===== config.mk =====
export PLATFORM = sky130hd
export DESIGN_NAME = im_fetch_arbiter_flat
export DESIGN_NICKNAME = d
export VERILOG_FILES = /design/src/rtl/im_pkg.sv /design/src/rtl/im_fetch_arbiter_if.sv /design/src/rtl/im_fetch_arbiter_rr_priority_pick.sv /design/src/rtl/im_fetch_arbiter.sv /design/src/flat_wrapper.sv
export SDC_FILE = /design/constraint.sdc
export NUM_CORES = 1
export LEC_CHECK = 0
export CAP_MARGIN = 20
export CORE_MARGIN = 2
export CORE_UTILIZATION = 35
export CTS_CLUSTER_SIZE = 28
export DETAILED_ROUTE_END_ITERATION = 10
export PLACE_DENSITY = 0.83
export SLEW_MARGIN = 40
export SYNTH_ARGS = -nofsm -noshare
export SYNTH_HDL_FRONTEND = slang
export SYNTH_SLANG_ARGS = --single-unit

===== constraint.sdc =====
create_clock -name clk -period 5.45 [get_ports clk]
set_input_delay 1.3625 -clock clk [delete_from_list [all_inputs] [get_ports clk]]
set_output_delay 1.3625 -clock clk [all_outputs]
set_load 0.05 [all_outputs]

===== src/rtl/im_pkg.sv =====
// Shared definitions for the instruction-memory fetch arbiter.
// Optional macro: IM_ARB_STATS_EN (per-core grant counters).
package im_pkg;

   localparam int unsigned IM_ADDR_W    = 16;
   localparam int unsigned IM_DATA_W    = 16;
   localparam int unsigned IM_ARB_CNT_W = 16;

   // RETURN means a read word is being handed back this cycle
   typedef enum logic {
      ARB_IDLE   = 1'b0,
      ARB_RETURN = 1'b1
   } arb_state_e;

endpackage : im_pkg


===== src/rtl/im_fetch_arbiter_if.sv =====
// Core-fetch / IM bus seen by the arbiter; master = cores + IM, slave = arbiter.
interface im_fetch_arbiter_if #(
   parameter int unsigned NUM_CORES = 4,
   parameter int unsigned ADDR_W    = 16,
   parameter int unsigned DATA_W    = 16
);

   logic [NUM_CORES-1:0]        core_req;
   logic [NUM_CORES*ADDR_W-1:0] core_addr;
   logic [NUM_CORES-1:0]        core_gnt;
   logic [NUM_CORES-1:0]        core_rvalid;
   logic [DATA_W-1:0]           core_rdata;
   logic                        arb_stall;
   logic [ADDR_W-1:0]           im_addr;
   logic [DATA_W-1:0]           im_data;

   modport master (
      output core_req, core_addr, arb_stall, im_data,
      input  core_gnt, core_rvalid, core_rdata, im_addr
   );

   modport slave (
      input  core_req, core_addr, arb_stall, im_data,
      output core_gnt, core_rvalid, core_rdata, im_addr
   );

endinterface : im_fetch_arbiter_if


===== src/rtl/im_fetch_arbiter_rr_priority_pick.sv =====
// Combinational round-robin pick: first set req bit at or after ptr, wrapping.
module rr_priority_pick #(
   parameter int unsigned N = 4,
   localparam int unsigned ID_W = (N > 1) ? $clog2(N) : 1
) (
   input  logic [N-1:0]    req,
   input  logic [ID_W-1:0] ptr,
   output logic [N-1:0]    gnt_c,
   output logic [ID_W-1:0] id_c,
   output logic            valid_c
);

   // Scan N positions starting at ptr; the first hit wins
   always_comb begin
      int unsigned idx;
      gnt_c   = '0;
      id_c    = '0;
      valid_c = 1'b0;
      idx     = 0;
      for (int unsigned k = 0; k < N; k++) begin
         idx = (32'(ptr) + k) % N;
         if (!valid_c && req[idx]) begin
            valid_c    = 1'b1;
            gnt_c[idx] = 1'b1;
            id_c       = ID_W'(idx);
         end
      end
   end

endmodule : rr_priority_pick


===== src/rtl/im_fetch_arbiter.sv =====
// Round-robin arbiter sharing one single-port instruction memory between cores.
// Optional macro: IM_ARB_STATS_EN adds saturating per-core grant counters.
module im_fetch_arbiter
   import im_pkg::*;
#(
   parameter int unsigned NUM_CORES = 4,
   parameter int unsigned ADDR_W    = IM_ADDR_W
) (
   input  logic                  clk,
   input  logic                  rst_n,
   im_fetch_arbiter_if.slave     bus
`ifdef IM_ARB_STATS_EN
   ,
   output logic [NUM_CORES*IM_ARB_CNT_W-1:0] grant_count
`endif
);

   localparam int unsigned ID_W = (NUM_CORES > 1) ? $clog2(NUM_CORES) : 1;

   arb_state_e           state_q, state_d;
   logic [ID_W-1:0]      rr_ptr, ptr_d;
   logic [ID_W-1:0]      rid_q, rid_d;
   logic [NUM_CORES-1:0] pick_req;
   logic [NUM_CORES-1:0] pick_gnt;
   logic [ID_W-1:0]      pick_id;
   logic                 pick_valid;

   // Stall masks all requests so neither a grant nor a pointer move happens
   assign pick_req = bus.arb_stall ? '0 : bus.core_req;

   rr_priority_pick #(.N(NUM_CORES)) u_pick (
      .req     (pick_req),
      .ptr     (rr_ptr),
      .gnt_c   (pick_gnt),
      .id_c    (pick_id),
      .valid_c (pick_valid)
   );

   // State register: return-phase flag, returning core id, rotation pointer
   always_ff @(posedge clk or negedge rst_n) begin
      if (!rst_n) begin
         state_q <= ARB_IDLE;
         rid_q   <= '0;
         rr_ptr  <= '0;
      end else begin
         state_q <= state_d;
         rid_q   <= rid_d;
         rr_ptr  <= ptr_d;
      end
   end

   // Next state: any grant now means a word returns next cycle
   always_comb begin
      state_d = ARB_IDLE;
      rid_d   = rid_q;
      ptr_d   = rr_ptr;
      if (pick_valid) begin
         state_d = ARB_RETURN;
         rid_d   = pick_id;
         ptr_d   = (pick_id == ID_W'(NUM_CORES - 1)) ? '0 : pick_id + ID_W'(1);
      end
   end

   // Outputs: grant and IM address follow the pick, rvalid follows the state
   always_comb begin
      bus.core_gnt    = pick_gnt;
      bus.im_addr     = '0;
      bus.core_rvalid = '0;
      bus.core_rdata  = bus.im_data;
      for (int unsigned i = 0; i < NUM_CORES; i++) begin
         if (pick_gnt[i]) begin
            bus.im_addr = bus.core_addr[i*ADDR_W +: ADDR_W];
         end
      end
      if (state_q == ARB_RETURN) begin
         bus.core_rvalid[rid_q] = 1'b1;
      end
   end

`ifdef IM_ARB_STATS_EN
   logic [NUM_CORES-1:0][IM_ARB_CNT_W-1:0] cnt_q;

   // Per-core grant counters that stick at all-ones
   always_ff @(posedge clk or negedge rst_n) begin
      if (!rst_n) begin
         cnt_q <= '0;
      end else begin
         for (int unsigned i = 0; i < NUM_CORES; i++) begin
            if (pick_gnt[i] && (cnt_q[i] != '1)) begin
               cnt_q[i] <= cnt_q[i] + IM_ARB_CNT_W'(1);
            end
         end
      end
   end

   assign grant_count = cnt_q;
`endif

endmodule : im_fetch_arbiter


===== src/flat_wrapper.sv =====
// flat-port wrapper written by rule: the top's interface ports become plain ports
module im_fetch_arbiter_flat import im_pkg::*;
#(
   parameter int unsigned NUM_CORES = 4,
   parameter int unsigned ADDR_W    = IM_ADDR_W
)
  (clk, rst_n, bus_core_req, bus_core_addr, bus_arb_stall, bus_im_data, bus_core_gnt, bus_core_rvalid, bus_core_rdata, bus_im_addr);
  im_fetch_arbiter_if #(.NUM_CORES(NUM_CORES), .ADDR_W(ADDR_W), .DATA_W(16)) bus_i ();
  input  logic clk;
  input  logic rst_n;
  input wire logic [$bits(bus_i.core_req)-1:0] bus_core_req;
  input wire logic [$bits(bus_i.core_addr)-1:0] bus_core_addr;
  input wire logic [$bits(bus_i.arb_stall)-1:0] bus_arb_stall;
  input wire logic [$bits(bus_i.im_data)-1:0] bus_im_data;
  output wire logic [$bits(bus_i.core_gnt)-1:0] bus_core_gnt;
  output wire logic [$bits(bus_i.core_rvalid)-1:0] bus_core_rvalid;
  output wire logic [$bits(bus_i.core_rdata)-1:0] bus_core_rdata;
  output wire logic [$bits(bus_i.im_addr)-1:0] bus_im_addr;
  assign bus_i.core_req = bus_core_req;
  assign bus_i.core_addr = bus_core_addr;
  assign bus_i.arb_stall = bus_arb_stall;
  assign bus_i.im_data = bus_im_data;
  assign bus_core_gnt = bus_i.core_gnt;
  assign bus_core_rvalid = bus_i.core_rvalid;
  assign bus_core_rdata = bus_i.core_rdata;
  assign bus_im_addr = bus_i.im_addr;
  im_fetch_arbiter #(.NUM_CORES(NUM_CORES), .ADDR_W(ADDR_W)) u_core (.clk(clk), .rst_n(rst_n), .bus(bus_i));
endmodule

==> flow_summary.toml, run 1 <==
[global_routing]
grt_pass1_vias = 1853
grt.total_usage = 0.204
grt_max_degree = 34
grt.overflow.total = 0
grt_pass1_wl_mm = 8.78
antenna_found_initial = 0

[hold_path]
hold_class = "reg -> reg"

[route]
routed_wl_mm = 5.90
drc = 0
vias = 1935
dr.pass1.iters = 5
postRouteAntennaNets = 0
vias_per_cell = 5.41
first_iter_violations = 61
wl_per_cell_um = 16.5

[clock_tree]
clockBufferDepth = 2
cts.htree.levels = 1
clkLatencyLatePin_ps = 230
cts_tree = "done"
cts_made_buffers = 3
cts-root-buf = "clkbuf_8"
clock_sinks = 5
path_clk_slew_ps = 30
ctsHoldBuffers = 0

[place]
placed_area_um2 = 2930
gp_congestion = 0.866
dpl.cell_count = 351
dp_hpwl_mm = 4.76
io_buffers = 94

[power_and_ir_drop]
leakage_nw = 1.24
finalPower_w = 0.00221
cellPowerDensity_nw_per_um2 = 727
peakVddDrop_mv = 0.328

[floorplanning]
core-area_um2 = 4690
io_pins = 127
row_count = 25
die_w_um = 73.5
die-area_um2 = 5410
fp.dieH_um = 73.5
initial_core_util = 0.361

[critical_path]
arrival_ps = 3870
cpMaxStageDelayCell = "mux4_2"
critical_path_cell_count = 9
crit_start = "bus_core_req[0]"
crit_end = "bus_im_addr[3]"
path_class = "in -> out"
rr_startpoint = "u_core.rr_ptr[1]$_DFFE_PN0P_"
reg2reg_slack_ps = 2690
worst_setup_path_start_kind = "primary input"
reg2reg_depth = 8
cp_max_fo = 11
path_buf_inv = 4
crit_family = "compound AO/OA/AOI/OAI gates"
worst_setup_path_end_kind = "output port"
r2r-end = "u_core.rid_q[0]$_DFFE_PN0P_"
path_cells = "dlygate4sd2_1, mux4_2, a222oi_1, a211oi_2, buf_6, buf_4, a2111oi_2, o31ai_2, buf_12"
max_stage_delay_ps = 560
cp.required_ps = 4090

[layout]
seqCellArea_um2 = 125
fin_cells = 358
num_antenna_cells = 0
multi_input_area_um2 = 1410
drive_above_1_share = 0.299
area_growth_pct = 79.6
fin_nets = 398
fin_area_um2 = 3040
num-fill-cells = 356

[synth]
synth.area.top_cells = "and2_1, a2111oi_2, nor2b_1"
synth.distinct_cells = 50
postSynthCellCount = 213
synthFlopType = "dfrtp_1"
yosysWarningCount = 0
postSynthAreaPerCell_um2 = 7.94
synth_edf_count = 0
synth_top_area_frac = 0.118
ys_seq_area_frac = 0.0740
async_reset_ff_frac = 1.00
synthesis.nets = 306
yosysTopAreaCell = "and2_1"
synth-seq-cells = 5
syn-cell-area_um2 = 1690

[sta]
slew_headroom = 0.661
slew_viol_final = 0
max_freq_mhz = 191
hold_violations = 0
fin_tns_setup_ps = 0
rsz0062_at_grt = "false"
setup_viol = 0
hold_slack_ps = 615
fin_skew_ps = 3.83
finalCriticalPeriod_ps = 5230
period_share = 0.960
tightest_slew_ps = 496

[job]
max-cap-violations = 0

[outcome]
status = "finished, final reports clean"
==> stage by stage <==
step                setup WS (ps)   util
floorplan                     221      -
global placement             -110  0.624
detailed placement           -188  0.624
CTS                          6.45  0.640
global route                 18.5  0.647
finish                        215  0.647
==> where the power goes <==
part,total [W],switching [W],leakage [nW],internal [W]
clock network,0.0000689,0.0000187,0.0228,0.0000502
logic,0.00206,0.00107,1.16,0.000986
registers,0.0000789,0.0000256,0.0583,0.0000533
==> final cells by class <==
cell class,instances,share of cell area
Multi-Input combinational cell,169,0.463
Timing Repair Buffer,120,0.451
Sequential cell,5,0.0412
Tap cell,54,0.0222
Clock buffer,4,0.0148
Inverter,6,0.00741
==> kinds of logic after synthesis <==
group	Yosys count	share of synthesized area
XOR/XNOR	2	0.0104
multiplexers	6	0.0518
AND/OR/NAND/NOR	98	0.331
adder cells (fa/ha/maj)	6	0.0444
buffers and inverters	39	0.138
AO/OA/AOI/OAI	57	0.351
flip-flops	5	0.0740
==> cell usage after synthesis (3+ instances only) <==
library cell / instances
o31ai_2: 10
buf_4: 17
nor2b_1: 21
a2111oi_0: 6
dfrtp_1: 5
a2111oi_2: 10
clkbuf_1: 8
inv_1: 6
ha_1: 6
o31ai_1: 6
a21oi_1: 5
buf_2: 5
and2_1: 32
nand2_1: 21
nor3_1: 3
nor2_1: 6
==> tightest hold or removal path, stage by stage (launching register included) <==
cell	delay (ps)
dfrtp_1	390
inv_1	80
o21ai_0	80
==> placed cells by master, fill, tap and decap left out, types with 2 or more instances in the layout <==
cell type and count:
nand2b_1 2, nor2_1 6, dlymetal6s2s_1 3, buf_4 23
and3_1 2, and2_1 32, a21oi_1 4, o31ai_2 16
a22oi_1 2, nor2b_1 21, buf_12 22, nor3b_1 2
ha_1 6, o21ai_0 2, a2111oi_1 2, xnor2_1 2
clkbuf_8 3, inv_1 6, nand2_1 21, a32oi_1 2
nor3_1 3, mux2_2 2, a2111oi_2 13, dfrtp_1 5
mux4_2 2, clkdlybuf4s50_1 69, nand3b_1 2, dlygate4sd2_1 2
mux2i_1 2
==> timing repair <==
item	CTS	global route
gates resized for setup	7	8
pin swaps	1	4
setup endpoints to repair	13	16
buffers inserted	3	0
==> routing by layer <==
metal	up-vias	wire, µm	share of wire	track usage
met5	-	0	0	0
met4	0	112	0.019	0.0465
met3	10	297	0.050	0.0247
met2	79	2920	0.49	0.351
met1	898	2570	0.44	0.270
li1	948	-	-	-
==> worst min-delay path by stage <==
stage | start | slack (ps) | cells after the start | endpoint
3_5_place_dp | u_core.rid_q[1]$_DFFE_PN0P_ | 610 | 2 | u_core.rid_q[1]$_DFFE_PN0P_
2_1_floorplan | u_core.rid_q[1]$_DFFE_PN0P_ | 550 | 2 | u_core.rid_q[1]$_DFFE_PN0P_
3_3_place_gp | u_core.rid_q[1]$_DFFE_PN0P_ | 580 | 2 | u_core.rid_q[1]$_DFFE_PN0P_
6_report | u_core.rid_q[1]$_DFFE_PN0P_ | 620 | 2 | u_core.rid_q[1]$_DFFE_PN0P_
5_1_grt | u_core.rid_q[1]$_DFFE_PN0P_ | 660 | 2 | u_core.rid_q[1]$_DFFE_PN0P_
4_1_cts | u_core.rid_q[1]$_DFFE_PN0P_ | 610 | 2 | u_core.rid_q[1]$_DFFE_PN0P_
Power figures use the tool's default switching activity.
==> inputs of run 2 (changes only) <==
--- a/config.mk
+++ b/config.mk
@@ -11,6 +11,7 @@
 export CTS_CLUSTER_SIZE = 28
 export DETAILED_ROUTE_END_ITERATION = 10
 export PLACE_DENSITY = 0.83
+export SKIP_LAST_GASP = 1
 export SLEW_MARGIN = 40
 export SYNTH_ARGS = -nofsm -noshare
 export SYNTH_HDL_FRONTEND = slang
==> results of run 2 <==
No change in the layout: final DEF, timing and power equal those of run 1.
